===== src/rtl/rf_arbiter_pkg.sv =====
// Shared types and default widths for the register-file arbiter.
// Width macros normally arrive from the RF defines; fallbacks keep this slice self-contained.
`ifndef RF_AWIDTH
`define RF_AWIDTH 8
`endif
`ifndef RF_WIDTH
`define RF_WIDTH 32
`endif
`ifndef RF_MASK
`define RF_MASK 4
`endif

package pkg_rf_arb;

    localparam int RF_ARB_PORTS = 2;
    localparam int RF_AW        = `RF_AWIDTH;
    localparam int RF_DW        = `RF_WIDTH;
    localparam int RF_MW        = `RF_MASK;

    typedef enum logic [1:0] {
        OWN_NONE = 2'd0,
        OWN_P0   = 2'd1,
        OWN_P1   = 2'd2
    } owner_t;

    typedef struct packed {
        logic             we;
        logic [RF_AW-1:0] addr;
        logic [RF_DW-1:0] wdata;
        logic [RF_MW-1:0] wmask;
    } rf_req_t;

endpackage


===== src/rtl/rf_arbiter_pick.sv =====
// Combinational two-way winner select: the current owner overrides, otherwise
// round-robin on last_win (or fixed priority to port 0 when round-robin is off).
module rf_arb_pick
    import pkg_rf_arb::*;
#(
    parameter int RR_EN = 1
) (
    input  logic   req0,
    input  logic   req1,
    input  owner_t owner,
    input  logic   last_win,
    input  logic   force_rr,
    output logic   gnt0,
    output logic   gnt1
);

    logic use_rr;

    always_comb begin
        gnt0   = 1'b0;
        gnt1   = 1'b0;
        // force_rr lets the port starved by a forced release win even under fixed priority
        use_rr = (RR_EN != 0) || force_rr;
        case (owner)
            OWN_P0: gnt0 = req0;
            OWN_P1: gnt1 = req1;
            default: begin
                if (req0 && req1) begin
                    if (use_rr && !last_win) gnt1 = 1'b1;
                    else                     gnt0 = 1'b1;
                end else begin
                    gnt0 = req0;
                    gnt1 = req1;
                end
            end
        endcase
    end

endmodule


===== src/rtl/rf_arbiter.sv =====
// Shares the single-port config register file between the host (p0) and the
// readout engine (p1): one access per cycle, bounded locked bursts, 1-cycle read return.
module rf_arbiter
    import pkg_rf_arb::*;
#(
    parameter int AW        = RF_AW,
    parameter int DW        = RF_DW,
    parameter int MW        = RF_MW,
    parameter int MAX_BURST = 8,
    parameter int RR_EN     = 1
) (
    input  logic          clk,
    input  logic          rst,
    input  logic          p0_req,
    input  logic          p0_lock,
    input  logic          p0_we,
    input  logic [AW-1:0] p0_addr,
    input  logic [DW-1:0] p0_wdata,
    input  logic [MW-1:0] p0_wmask,
    output logic          p0_gnt,
    output logic          p0_rvalid,
    output logic [DW-1:0] p0_rdata,
    input  logic          p1_req,
    input  logic          p1_lock,
    input  logic          p1_we,
    input  logic [AW-1:0] p1_addr,
    input  logic [DW-1:0] p1_wdata,
    input  logic [MW-1:0] p1_wmask,
    output logic          p1_gnt,
    output logic          p1_rvalid,
    output logic [DW-1:0] p1_rdata,
    output logic          mem_we,
    output logic          mem_re,
    output logic [AW-1:0] mem_addr,
    output logic [DW-1:0] mem_wdata,
    output logic [MW-1:0] mem_wmask,
    input  logic [DW-1:0] mem_rdata
);

    // Handshake: a beat transfers when pX_req && pX_gnt in the same cycle; gnt is
    // combinational and never raised without req; requesters hold fields until granted.

    localparam int CW = $clog2(MAX_BURST + 1);

    owner_t        owner, owner_nxt;
    logic [CW-1:0] burst_cnt, burst_cnt_nxt, cnt_inc;
    logic          last_win, last_win_nxt;
    logic          force_rr, force_rr_nxt;
    logic          rd_pend, rd_src;
    logic [DW-1:0] p0_hold, p1_hold;
    logic          pick0, pick1;
    logic          accept, win, win_lock;

    rf_arb_pick #(.RR_EN(RR_EN)) u_pick (
        .req0     (p0_req),
        .req1     (p1_req),
        .owner    (owner),
        .last_win (last_win),
        .force_rr (force_rr),
        .gnt0     (pick0),
        .gnt1     (pick1)
    );

    // Grant and request mux; nothing reaches the register file while reset is held.
    always_comb begin
        p0_gnt    = pick0 & ~rst;
        p1_gnt    = pick1 & ~rst;
        accept    = p0_gnt | p1_gnt;
        win       = p1_gnt;
        win_lock  = win ? p1_lock : p0_lock;
        mem_we    = 1'b0;
        mem_re    = 1'b0;
        mem_addr  = '0;
        mem_wdata = '0;
        mem_wmask = '0;
        if (p0_gnt) begin
            mem_we    = p0_we;
            mem_re    = ~p0_we;
            mem_addr  = p0_addr;
            mem_wdata = p0_wdata;
            mem_wmask = p0_wmask;
        end else if (p1_gnt) begin
            mem_we    = p1_we;
            mem_re    = ~p1_we;
            mem_addr  = p1_addr;
            mem_wdata = p1_wdata;
            mem_wmask = p1_wmask;
        end
    end

    // Ownership FSM: the first beat of a burst counts toward MAX_BURST.
    always_comb begin
        owner_nxt     = owner;
        burst_cnt_nxt = burst_cnt;
        last_win_nxt  = last_win;
        force_rr_nxt  = 1'b0;
        cnt_inc       = burst_cnt + CW'(1);
        if (accept) begin
            last_win_nxt = win;
            if (win_lock && (cnt_inc < CW'(MAX_BURST))) begin
                owner_nxt     = win ? OWN_P1 : OWN_P0;
                burst_cnt_nxt = cnt_inc;
            end else begin
                owner_nxt     = OWN_NONE;
                burst_cnt_nxt = '0;
                force_rr_nxt  = win_lock && (owner != OWN_NONE);
            end
        end
    end

    always_ff @(posedge clk) begin
        if (rst) begin
            owner     <= OWN_NONE;
            burst_cnt <= '0;
            last_win  <= 1'b1;
            force_rr  <= 1'b0;
            rd_pend   <= 1'b0;
            rd_src    <= 1'b0;
            p0_hold   <= '0;
            p1_hold   <= '0;
        end else begin
            owner     <= owner_nxt;
            burst_cnt <= burst_cnt_nxt;
            last_win  <= last_win_nxt;
            force_rr  <= force_rr_nxt;
            rd_pend   <= mem_re;
            rd_src    <= p1_gnt;
            if (p0_rvalid) p0_hold <= mem_rdata;
            if (p1_rvalid) p1_hold <= mem_rdata;
        end
    end

    // Read data passes straight through on the return cycle, otherwise the last value holds.
    always_comb begin
        p0_rvalid = rd_pend & ~rd_src & ~rst;
        p1_rvalid = rd_pend &  rd_src & ~rst;
        p0_rdata  = '0;
        p1_rdata  = '0;
        if (!rst) begin
            p0_rdata = p0_rvalid ? mem_rdata : p0_hold;
            p1_rdata = p1_rvalid ? mem_rdata : p1_hold;
        end
    end

endmodule


===== config.mk =====
export PLATFORM = sky130hd
export DESIGN_NAME = rf_arbiter
export DESIGN_NICKNAME = d
export VERILOG_FILES = /design/src/rtl/rf_arbiter_pkg.sv /design/src/rtl/rf_arbiter_pick.sv /design/src/rtl/rf_arbiter.sv
export SDC_FILE = /design/constraint.sdc
export NUM_CORES = 1
export LEC_CHECK = 0
export CORE_MARGIN = 5
export CORE_UTILIZATION = 36
export DETAILED_ROUTE_END_ITERATION = 6
export PLACE_DENSITY = 0.95
export SETUP_SLACK_MARGIN = 0.4
export SLEW_MARGIN = 20
export SYNTH_ARGS = -nofsm -noshare
export SYNTH_HDL_FRONTEND = slang
export SYNTH_SLANG_ARGS = --single-unit

===== constraint.sdc =====
create_clock -name clk -period 5.3 [get_ports clk]
set_input_delay 1.06 -clock clk [delete_from_list [all_inputs] [get_ports clk]]
set_output_delay 1.06 -clock clk [all_outputs]
set_load 0.05 [all_outputs]

==> run summary, run 1 <==
The simple logic cell fraction of the synthesized area works out to 0.200. The total via count after detailed routing is 3705, and the worst hold slack is 0.462 ns. Synthesis produced a netlist whose cell count is 389. The number of buffers and inverters on the critical path is 3, and the share of flip-flops with an asynchronous set or reset is 0. After layout, the minimum clock period comes to 4.56 ns. Number of cells on the critical path: 7. The HPWL after detailed placement is 9.54 mm. Counting flops with a built-in enable in the synthesized netlist gives 0. The required time of the worst setup path is 4.24 ns, and the global-route wire length before repair is 18.9 mm. Tracing the worst setup path back leads to its startpoint at p0_req.

During synthesis, Yosys emitted a total of 0 warnings. The tools report the maximum frequency from static timing analysis as 219 MHz. The endpoint identified for the worst register-to-register timing path is rd_pend. After synthesis the cells add up to 3140 sq um.

The slowest stage of the critical path is the sky130_fd_sc_hd__clkdlybuf4s50_1 cell. TritonCTS built the clock tree. The worst setup slack after layout came out at 0.736 ns. The worst relative slew slack was 0.481; the floorplan row count was 34. The synthesized-area fraction occupied by ao, oa, aoi and oai cells was 0.247.

The synthesized design spends more area on one cell type than any other, namely sky130_fd_sc_hd__dfxtp_1. For the initial antenna violation count, the log shows 0. The flow ran to the end, and the final reports show no timing, DRC or antenna violations.

For the final-report max-slew violation count, the log shows 0. After synthesis, the mean cell area works out to 8.06 sq um. Setup violations remaining at the end of the flow were counted as 0. The tools report the clock tree skew after final layout as 0.00596 ns. Fraction of post-synthesis cell area in the top cell type by area: 0.466. The remaining antenna violation count after routing is 0, and the area used by multi-input combinational logic is 1510 sq um. The number of I/O pins is 242, and the first-iteration detailed-routing DRC count is 125.

Data arrives at the worst endpoint at 3.50 ns. Clock-pin slew was measured on the worst setup and hold paths at 0.08 ns. Starting density of the core: 0.365. Fraction of synthesized cell area in xor and xnor cells: 0.00838. For the worst reg-to-reg setup slack, the log shows 3.21 ns. In this run the static leakage power is 2.12 nW. Summing all flip-flop and latch instances after layout gives 1460 sq um.

The power density normalized to cell area came out at 276 nW/um^2. In the synthesized netlist the dominant register cell turns out to be sky130_fd_sc_hd__dfxtp_1. Final cycle utilization of the critical path: 0.861. For the pin with the worst max-slew slack, the measured transition is 0.779 ns. Number of distinct standard cells referenced by the synthesized netlist: 32. By count the netlist is led by sky130_fd_sc_hd__nand2_1, sky130_fd_sc_hd__dfxtp_1, sky130_fd_sc_hd__a21oi_1. For this design, the CTS-stage hold fixing added 0 buffers. Average via count per standard cell: 5.08.

Switching part of the total power: 0.328. The startpoint of the lowest-slack register-to-register path is owner[0]. Global routing finished with a remaining overflow of 0.

Counting every sink on the clock net gives 73. The share of synthesized area spent on multiplexers came out at 0.00678. For the number of nets in the final layout, the log shows 746. The worst setup path is captured at an output port. The tools report the setup TNS as 0 ns. The worst-case IR drop observed on VDD is 0.214 mV. Counting the buffers created by CTS gives 9. Max-cap violations in this run came to 0.

Before CTS, the worst setup slack after placement is 0.755 ns. Synthesis inferred 73 register bits. Last weighted congestion value of the routability-driven placer: 0.958. The via count of the first global-routing pass is 3786.

The floorplan step set the die width to 103 um. The number of iterations in the first detailed-routing pass is 4. The worst setup path is of the in -> out kind.

The share of synthesized area occupied by flip-flops and latches is 0.466. The critical path goes through clkdlybuf4s50_1 -> nand3_1 -> and4bb_1 -> nor2b_2 -> buf_12 -> a22o_1 -> clkdlybuf4s50_1. For the share of total power in the clock network, the log shows 0.318.

The maximum level of the CTS H-tree is 3. In this design, the largest share of critical-path delay is due to buffers and inverters. The overall die height came out at 103 um.

The synthesis-to-finish area growth is 84.2%. The maximum net fanout on the critical path came out at 33. The routed design has 12.6 mm of wire. Most repeated cell in the gate-level netlist after synthesis: sky130_fd_sc_hd__nand2_1. Once the clock tree was built, the setup fixing pass inserted 0 buffers. No sink is reached through more buffers than the 2 on the longest clock path. The filler cell count was 673; the net count after synthesis was 520.

The count of input and output buffers works out to 241. The logic depth of the worst register-to-register path came out at 8. The total track usage was 0.228; the core box area was 8590 sq um. The ratio of cells with drive above 1 in the final layout was 0.0903. The total count of hold-check failures in the final report was 0.

After detailed routing, the number of remaining DRC violations is 0. Summed over all nets, the switching power comes to 0.523 mW. Yosys attributes the largest share of cell area to sky130_fd_sc_hd__dfxtp_1, sky130_fd_sc_hd__nand2_1, sky130_fd_sc_hd__a22o_1, sky130_fd_sc_hd__a21oi_1, sky130_fd_sc_hd__clkbuf_1. The routed wire length per instance is 17.3 um.

The portion of total power attributed to combinational logic came out at 0.319. By area, the combinational part of the netlist is dominated by compound AO/OA/AOI/OAI gates. The tools report the root buffer cell as sky130_fd_sc_hd__clkbuf_8. The run gives 10700 sq um as the full die area. The relative contribution of sequential cells to total power came out at 0.363. The most prevalent standard cell on the critical path was sky130_fd_sc_hd__clkdlybuf4s50_1. In this run, post-CTS repair resized a total of 0 instances.

On the worst path, the slowest cell contributes a delay of 0.81 ns. Cell internal power was estimated by the tool at 1.07 mW. The logs give 0.34 ns for the insertion delay of the later-clocked pin in the worst-skew pair and 77 for the pin count of the biggest net entering global routing. STA classifies the critical path startpoint as an input pin. The fraction of the mapped netlist area in adder cells came out at 0.0120.

The tools report the endpoint of the most critical setup path as mem_wdata[0]. Setup repair after global routing left no endpoint under its margin. Worst hold path class: reg -> reg.
## routing by layer
layer | vias up | part of all wire | track usage
met4 | 0 | 0.023 | 0.0677
met5 | - | 0 | 0
met1 | 1750 | 0.38 | 0.257
met2 | 146 | 0.50 | 0.398
met3 | 28 | 0.088 | 0.0879
li1 | 1781 | - | -
## power groups by stage
stage / logic (mW) / clock network, mW / registers [mW]
floorplan: 0.295 / 0 / 0.589
global placement: 0.501 / 0 / 0.590
detailed placement: 0.509 / 0 / 0.592
CTS: 0.512 / 0.520 / 0.579
global route: 0.534 / 0.543 / 0.581
finish: 0.510 / 0.507 / 0.579
## tightest hold or removal path, delay by kind of cell, from the launching register on
family | cells | cell delay, ns
simple gates | 1 | 0.05
compound gates | 1 | 0.06
flops | 1 | 0.30
## sequential cells by signal, indices dropped and copies added, names as in the netlist
signal,flops
p0_hold,32
owner,2
p1_hold,32
rd_pend,1
last_win,1
burst_cnt,4
rd_src,1
## worst min path at each step
stage               cells after the start            to  slack [ns]         start
global placement                        2  burst_cnt[3]        0.44  burst_cnt[3]
detailed placement                      2   p0_hold[21]        0.45   p0_hold[21]
floorplan                               2  burst_cnt[3]        0.43  burst_cnt[3]
global route                            2  burst_cnt[3]        0.48  burst_cnt[3]
finish                                  2   p0_hold[17]        0.46   p0_hold[17]
CTS                                     2   p0_hold[21]        0.46   p0_hold[21]
## placed cells by master, fill, tap and decap left out, types with 2 or more instances in the layout
| cell type | count |
|---|---|
| sky130_fd_sc_hd__inv_1 | 3 |
| sky130_fd_sc_hd__clkdlybuf4s50_1 | 217 |
| sky130_fd_sc_hd__o32ai_1 | 2 |
| sky130_fd_sc_hd__a21oi_1 | 64 |
| sky130_fd_sc_hd__clkbuf_8 | 11 |
| sky130_fd_sc_hd__nor3_1 | 4 |
| sky130_fd_sc_hd__inv_6 | 2 |
| sky130_fd_sc_hd__nand3_1 | 3 |
| sky130_fd_sc_hd__ha_1 | 3 |
| sky130_fd_sc_hd__nor2_1 | 6 |
| sky130_fd_sc_hd__a22o_1 | 45 |
| sky130_fd_sc_hd__nand2_1 | 130 |
| sky130_fd_sc_hd__buf_4 | 30 |
| sky130_fd_sc_hd__dfxtp_1 | 73 |
| sky130_fd_sc_hd__bufinv_16 | 2 |
| sky130_fd_sc_hd__xor2_1 | 3 |
## cells by family after synthesis
kind of cell,Yosys count
and+or+nand+nor,154
AOI/OAI and AO/OA,117
DFF,73
buffers and inverters,37
xor gates and xnor gates,3
adders and majority gates,3
muxes,2
## area by class of cell
cell class,count,share of cell area
Antenna cell,1,0.000433
Clock buffer,11,0.0262
Clock inverter,5,0.0147
Inverter,3,0.00195
Multi-Input combinational cell,279,0.261
Sequential cell,73,0.253
Tap cell,108,0.0234
Timing Repair Buffer,249,0.419
## stage by stage
step,std cells,instance area (sq um),util,power [mW]
2_1_floorplan,389,3140,-,0.884
3_3_place_gp,712,5530,0.644,1.09
3_5_place_dp,712,5530,0.644,1.10
4_1_cts,728,5770,0.671,1.61
5_1_grt,728,5770,0.672,1.66
6_report,729,5780,0.672,1.60
Power figures use the tool's default switching activity.
==> inputs of run 2 (changes only) <==
SLEW_MARGIN = 30   (was 20)
==> run 2 against run 1 <==
Net effect:
- final area fell by 0.67%
- critical path depth is the same
- setup slack got worse by 0.021 ns
- combinational power hardly changed
- worst hold slack barely moved
- largest power group unchanged
- highest routed layer unchanged
==> run summary, run 2 (synthesis results as in run 1) <==
The overall die height is 103 um. TritonCTS created 9 clock buffers. At the pin with the least slew margin, the transition time is 0.776 ns. Share of total power in the clock network: 0.287. After global routing the overflow that remains totals 0. Setup repair after global routing left no endpoint under its margin. For the portion of total power attributed to combinational logic, the log shows 0.334.

Maximum vdd ir drop: 0.210 mV. The critical path startpoint category was an input pin. The tools report the full die area as 10700 sq um. Row generation in the floorplan step produced 34 rows. The clock passes through at most 2 buffers. The routed design has 12.6 mm of wire.

After detailed placement, the design holds a cell count of 712. In this run the worst hold path is classified as reg -> reg. The final-report max-slew violation count is 0, and the setup TNS is 0 ns.

The tools report the worst reg2reg path endpoint as rd_pend. The critical path is of the in -> out type. The critical path ends at mem_wdata[0]. For the worst relative slew slack, the log shows 0.483. The last weighted congestion value of the routability-driven placer is 0.958, and the remaining antenna violation count after routing is 0. The logs give 3.53 ns for the worst path arrival time and 661 for the filler cell count.

For this design, the sink count on the clock tree is 73. Total count of hold-check failures in the final report: 0. The logs give 0.00760 ns for the clock tree skew after final layout and 1510 sq um for the area used by multi-input combinational logic. The clock reaches the later pin of the worst-skew pair after 0.35 ns. Post-CTS repair changed the size of 0 cells.

After detailed routing, the number of vias per cell comes to 5.09. The switching part of the total power is 0.347. 0 antenna diodes ended up in the layout. Data on the critical path is required at its endpoint by 4.24 ns. The total track usage was 0.229.

The run gives 746 as the number of nets in the final layout. In this run the critical register-to-register path is launched from owner[0]. The HPWL after detailed placement is 9.47 mm.

The final cycle utilization of the critical path was 0.865. The area growth from synthesis to layout is 82.9%. In this run the power density over the cells is 266 nW/um^2.

The width of the die was 103 um; the max-capacitance violation count was 0. For the maximum frequency from static timing analysis, the log shows 218 MHz. The clock tree synthesis step divided the H-tree into 3 levels.

The tools report the element type at the critical path end as an output port. Clock period minus worst slack: 4.59 ns. The cell sitting at the root of the clock tree is a sky130_fd_sc_hd__clkbuf_8. The core box area is 8590 sq um. Measured in cells, the most critical reg-to-reg path has a length of 8. The remaining routing DRC violations is 0. In the layout the commonest cells are sky130_fd_sc_hd__clkdlybuf4s50_1, sky130_fd_sc_hd__nand2_1, sky130_fd_sc_hd__dfxtp_1. The tools report the relative contribution of sequential cells to total power as 0.379. Count of placed standard cells in the final layout, fillers left out: 728. The number of hold buffers added after CTS was 0. Setup violations remaining at the end of the flow were counted as 0. During I/O placement, the number of pins put on the boundary was 242. The ratio of cells with drive above 1 in the final layout works out to 0.0903. The largest registers in the layout are p0_hold (32), p1_hold (32), burst_cnt (4). The logs give 3796 for the via count of the first global-routing pass and 0.668 for the utilization after layout. The most critical setup path has its startpoint at p0_req.

On the final layout, the worst hold slack is 0.462 ns. Starting density of the core: 0.365. Maximum net fanout on the critical path: 33. The internal portion of total power was 0.999 mW. The routed wire length per instance was 17.3 um; the clock-pin slew on the worst setup and hold paths was 0.08 ns. Entering global routing, the biggest net connects 77 pins.

TritonCTS built the clock tree. The run gives 3703 as the total via count after detailed routing. The initial antenna violation count is 0.

Most common cell after layout, fill and taps aside: sky130_fd_sc_hd__clkdlybuf4s50_1. The worst hold path was traced through 2 stages. Port buffering added 241 buffers. Worst reg-to-reg setup slack: 3.21 ns. Summing all flip-flop and latch instances after layout gives 1460 sq um. The global-route wire length before repair was 19.1 mm; the net switching power was 0.530 mW. The tools report the number of iterations in the first detailed-routing pass as 4. The reported leakage power was 2.10 nW. The flow ran to the end, and the final reports show no timing, DRC or antenna violations. The run gives 0 as the post-CTS setup buffer count. For this block, the initial DRC count from the detailed router was 109.
==> run 2: changes by cell type in the layout (fill, tap and decap cells not counted) <==
cell,change
sky130_fd_sc_hd__clkbuf_8,-2
sky130_fd_sc_hd__bufinv_16,-1
sky130_fd_sc_hd__clkinv_2,+1
sky130_fd_sc_hd__clkinv_4,+1
sky130_fd_sc_hd__clkinvlp_4,+1
sky130_fd_sc_hd__diode_2,-1
==> run 2: power by group through the flow <==
stage | Sequential (mW) | Combinational (mW) | Clock (mW)
3_3_place_gp | 0.590 | 0.501 | 0
5_1_grt | 0.581 | 0.536 | 0.474
2_1_floorplan | 0.589 | 0.295 | 0
3_5_place_dp | 0.592 | 0.510 | 0
4_1_cts | 0.579 | 0.512 | 0.449
6_report | 0.579 | 0.510 | 0.439
==> run 2: worst max-delay path: stages <==
cell and delay [ns]:
sky130_fd_sc_hd__clkdlybuf4s50_1 0.43, sky130_fd_sc_hd__nand3_1 0.11, sky130_fd_sc_hd__and4bb_1 0.44, sky130_fd_sc_hd__nor2b_2 0.29, sky130_fd_sc_hd__buf_12 0.21, sky130_fd_sc_hd__a22o_1 0.16
sky130_fd_sc_hd__clkdlybuf4s50_1 0.82
==> run 2: area by class of cell <==
type | instances | area share
repair buffers | 249 | 0.422
multi-input cells | 279 | 0.263
flip-flops and latches | 73 | 0.255
well taps | 108 | 0.0236
clock buffers | 9 | 0.0216
clock inverters | 7 | 0.0133
inverters | 3 | 0.00196
==> run 2: how the worst min path moves through the flow <==
stage / start / endpoint / slack [ns]
floorplan: burst_cnt[3] / burst_cnt[3] / 0.43
global placement: burst_cnt[3] / burst_cnt[3] / 0.44
detailed placement: p0_hold[21] / p0_hold[21] / 0.45
CTS: p0_hold[21] / p0_hold[21] / 0.46
global route: burst_cnt[3] / burst_cnt[3] / 0.48
finish: p0_hold[17] / p0_hold[17] / 0.46
==> run 2: per-stage QoR <==
step	setup slack (ns)	power, mW	area [sq um]
after floorplan	1.44	0.884	3140
after global placement	0.844	1.09	5530
after detailed placement	0.742	1.10	5540
after CTS	0.737	1.54	5740
after global routing	0.604	1.59	5740
final	0.714	1.53	5740
==> run 2: layer usage <==
layer	vias up	global-route usage	part of all wire
met3	32	0.0818	0.084
met5	-	0	0
met1	1748	0.262	0.39
li1	1778	-	-
met2	145	0.394	0.50
met4	0	0.0817	0.025
==> inputs of run 3 (changes only) <==
RECOVER_POWER = 25   (was not set)
==> run 3 against run 2 <==
Net effect:
- fmax increased by 0.30%
- sequential share of layout area barely moved
- routed wire length rose by 0.12%
- die area unchanged
- register-to-register slack is essentially flat
- final area about the same
- global-route usage is the same
- clock-buffer cell count stayed put
- critical endpoint unchanged
==> run summary, run 3 (synthesis results as in run 1) <==
Cell internal power was estimated by the tool at 0.998 mW. Leaving out fill and tap cells, the most frequent cell in the layout is sky130_fd_sc_hd__clkdlybuf4s50_1. The via count of the first global-routing pass is 3796.

The tools report the global-route wire length before repair as 19.1 mm. TritonCTS built the clock tree. The longest clock path from root to sink contains 2 buffers. The number of nets in the final layout is 746, and the number of clock sinks seen by CTS is 73. The average via count per standard cell works out to 5.06. The number of cells on the worst reg-to-reg path is 7. From synthesis to final layout, the design area changed by 83.0%.

For the share of total power in the clock network, the log shows 0.287. The transition time of the tightest slew-check pin was 0.775 ns; the clock period minus worst slack was 4.57 ns. The number of cells traversed by the worst hold path came out at 2. The critical path startpoint category was an input pin. For the worst setup path, the data required time is 4.24 ns. The worst reg-to-reg setup slack was 3.21 ns.

The finished cells cover 5740 sq um. The initial antenna violation count came out at 0. The worst hold path belongs to the class reg -> reg. In this run the worst path has a maximum fanout of 33.

The total length of routed wires was 12.6 mm; the final-report max-slew violation count was 0. The flow ran to the end, and the final reports show no timing, DRC or antenna violations. The tools report the worst relative slew slack as 0.483. The die is 103 um tall. The analysis attributes to cell leakage a power of 2.10 nW.

The run gives 3 as the maximum level of the CTS H-tree. The number of setup buffers added after CTS is 0. In the routed design, unresolved DRC markers number 0. The logs give 0.668 for the utilization after layout and 77 for the pin count of the biggest net entering global routing.

The root buffer cell chosen for the clock tree is sky130_fd_sc_hd__clkbuf_8. The switching part of the total power was 0.347. The net switching power was 0.529 mW; the maximum frequency from static timing analysis was 219 MHz. The clock reaches the later pin of the worst-skew pair after 0.34 ns. The largest registers in the layout are p0_hold (32), p1_hold (32), burst_cnt (4). The die is 103 um wide.

The total via count after detailed routing was 3692; the ratio of cells with drive above 1 in the final layout was 0.0887. In this run, CTS created clock tree buffers numbering 9. Setup repair after global routing left no endpoint under its margin. The detail route stage leaves a number of antenna-violating nets equal to 0. The initialized floorplan defines 34 standard-cell rows. The core box area came out at 8590 sq um. The pre-CTS setup slack is 0.742 ns, and the worst setup slack after layout is 0.728 ns.

The run gives 0.00694 ns as the clock tree skew after final layout. The logs give 9.47 mm for the detailed-placement wirelength estimate and 0.229 for the total track usage. The library cells used most frequently in the layout, excluding fill and tap cells, are sky130_fd_sc_hd__clkdlybuf4s50_1, sky130_fd_sc_hd__nand2_1, sky130_fd_sc_hd__dfxtp_1. VDD sags by at most 0.209 mV. The first TritonRoute pass finished after 4 iterations. The worst setup path is of the in -> out kind. Hold repair after CTS inserted 0 buffers.

Port buffering added 241 buffers. STA puts the critical path data arrival time at 3.51 ns. The overflow left after global routing was 0; the portion of total power attributed to combinational logic was 0.334.

The relative contribution of sequential cells to total power was 0.379. At the end of routability-driven placement, the weighted congestion stood at 0.958. The count of placed standard cells in the final layout, fillers left out is 729, and the number of cells after detailed placement is 712. For the total count of hold-check failures in the final report, the log shows 0. The number of resized instances in the post-cts repair step is 0. The power density normalized to cell area is 266 nW/um^2, and the number of setup violations in the final report is 0.

Element type at the critical path end: an output port. The routed wire length per instance is 17.3 um. Final cycle utilization of the critical path: 0.863.

The logs give 0 for the max-capacitance violation count and 242 for the number of I/O pins. Clock-pin slew was measured on the worst setup and hold paths at 0.08 ns. The logs give 10700 sq um for the full die area and 0 ns for the setup TNS.

The starting density of the core was 0.365; the first-iteration detailed-routing DRC count was 122. Counting the fill cells in the layout gives 661. Once placement finished, the instance area stood at 5540 sq um.
run 3: cell count changes in the layout (fill, tap and decap cells not counted):
cell | previous run | this run
sky130_fd_sc_hd__diode_2 | 0 | 1
sky130_fd_sc_hd__clkbuf_1 | 0 | 1
sky130_fd_sc_hd__buf_2 | 1 | 0
run 3: final timing paths:
check              start           end
max reg2reg     owner[0]  burst_cnt[2]
max               p0_req  mem_wdata[0]
min reg2reg  p0_hold[17]   p0_hold[17]
min          p0_hold[17]   p0_hold[17]
run 3: critical path, stage by stage:
cell	delay, ns
sky130_fd_sc_hd__clkdlybuf4s50_1	0.42
sky130_fd_sc_hd__nand3_1	0.11
sky130_fd_sc_hd__and4bb_1	0.44
sky130_fd_sc_hd__nor2b_2	0.29
sky130_fd_sc_hd__buf_12	0.21
sky130_fd_sc_hd__a22o_1	0.16
sky130_fd_sc_hd__clkdlybuf4s50_1	0.82
run 3: per-stage QoR:
step	total power, mW	hold slack [ns]
5_1_grt	1.59	0.480
4_1_cts	1.54	0.464
6_report	1.53	0.462
3_5_place_dp	1.10	0.450
2_1_floorplan	0.884	0.426
3_3_place_gp	1.09	0.435
run 3: layout make-up:
cell class | count | area (sq um) | share of cell area
antenna | 1 | 2.50 | 0.000436
clock buffer | 9 | 124 | 0.0216
clock inverter | 7 | 76.3 | 0.0133
inverter | 3 | 11.3 | 0.00196
multi-input combinational | 279 | 1510 | 0.263
sequential | 73 | 1460 | 0.255
tap | 108 | 135 | 0.0235
timing repair buffer | 249 | 2420 | 0.422
run 3: power groups by stage:
stage	registers (mW)	logic, mW	clock network [mW]
after floorplan	0.589	0.295	0
after global routing	0.581	0.535	0.474
after CTS	0.579	0.512	0.449
after global placement	0.590	0.501	0
after detailed placement	0.592	0.510	0
final	0.579	0.510	0.438
run 3: per-layer routing:
layer,up-vias,share of wire,global-route usage
met4,0,0.027,0.0817
li1,1781,-,-
met3,36,0.083,0.0818
met5,-,0,0
met1,1734,0.39,0.262
met2,141,0.50,0.394
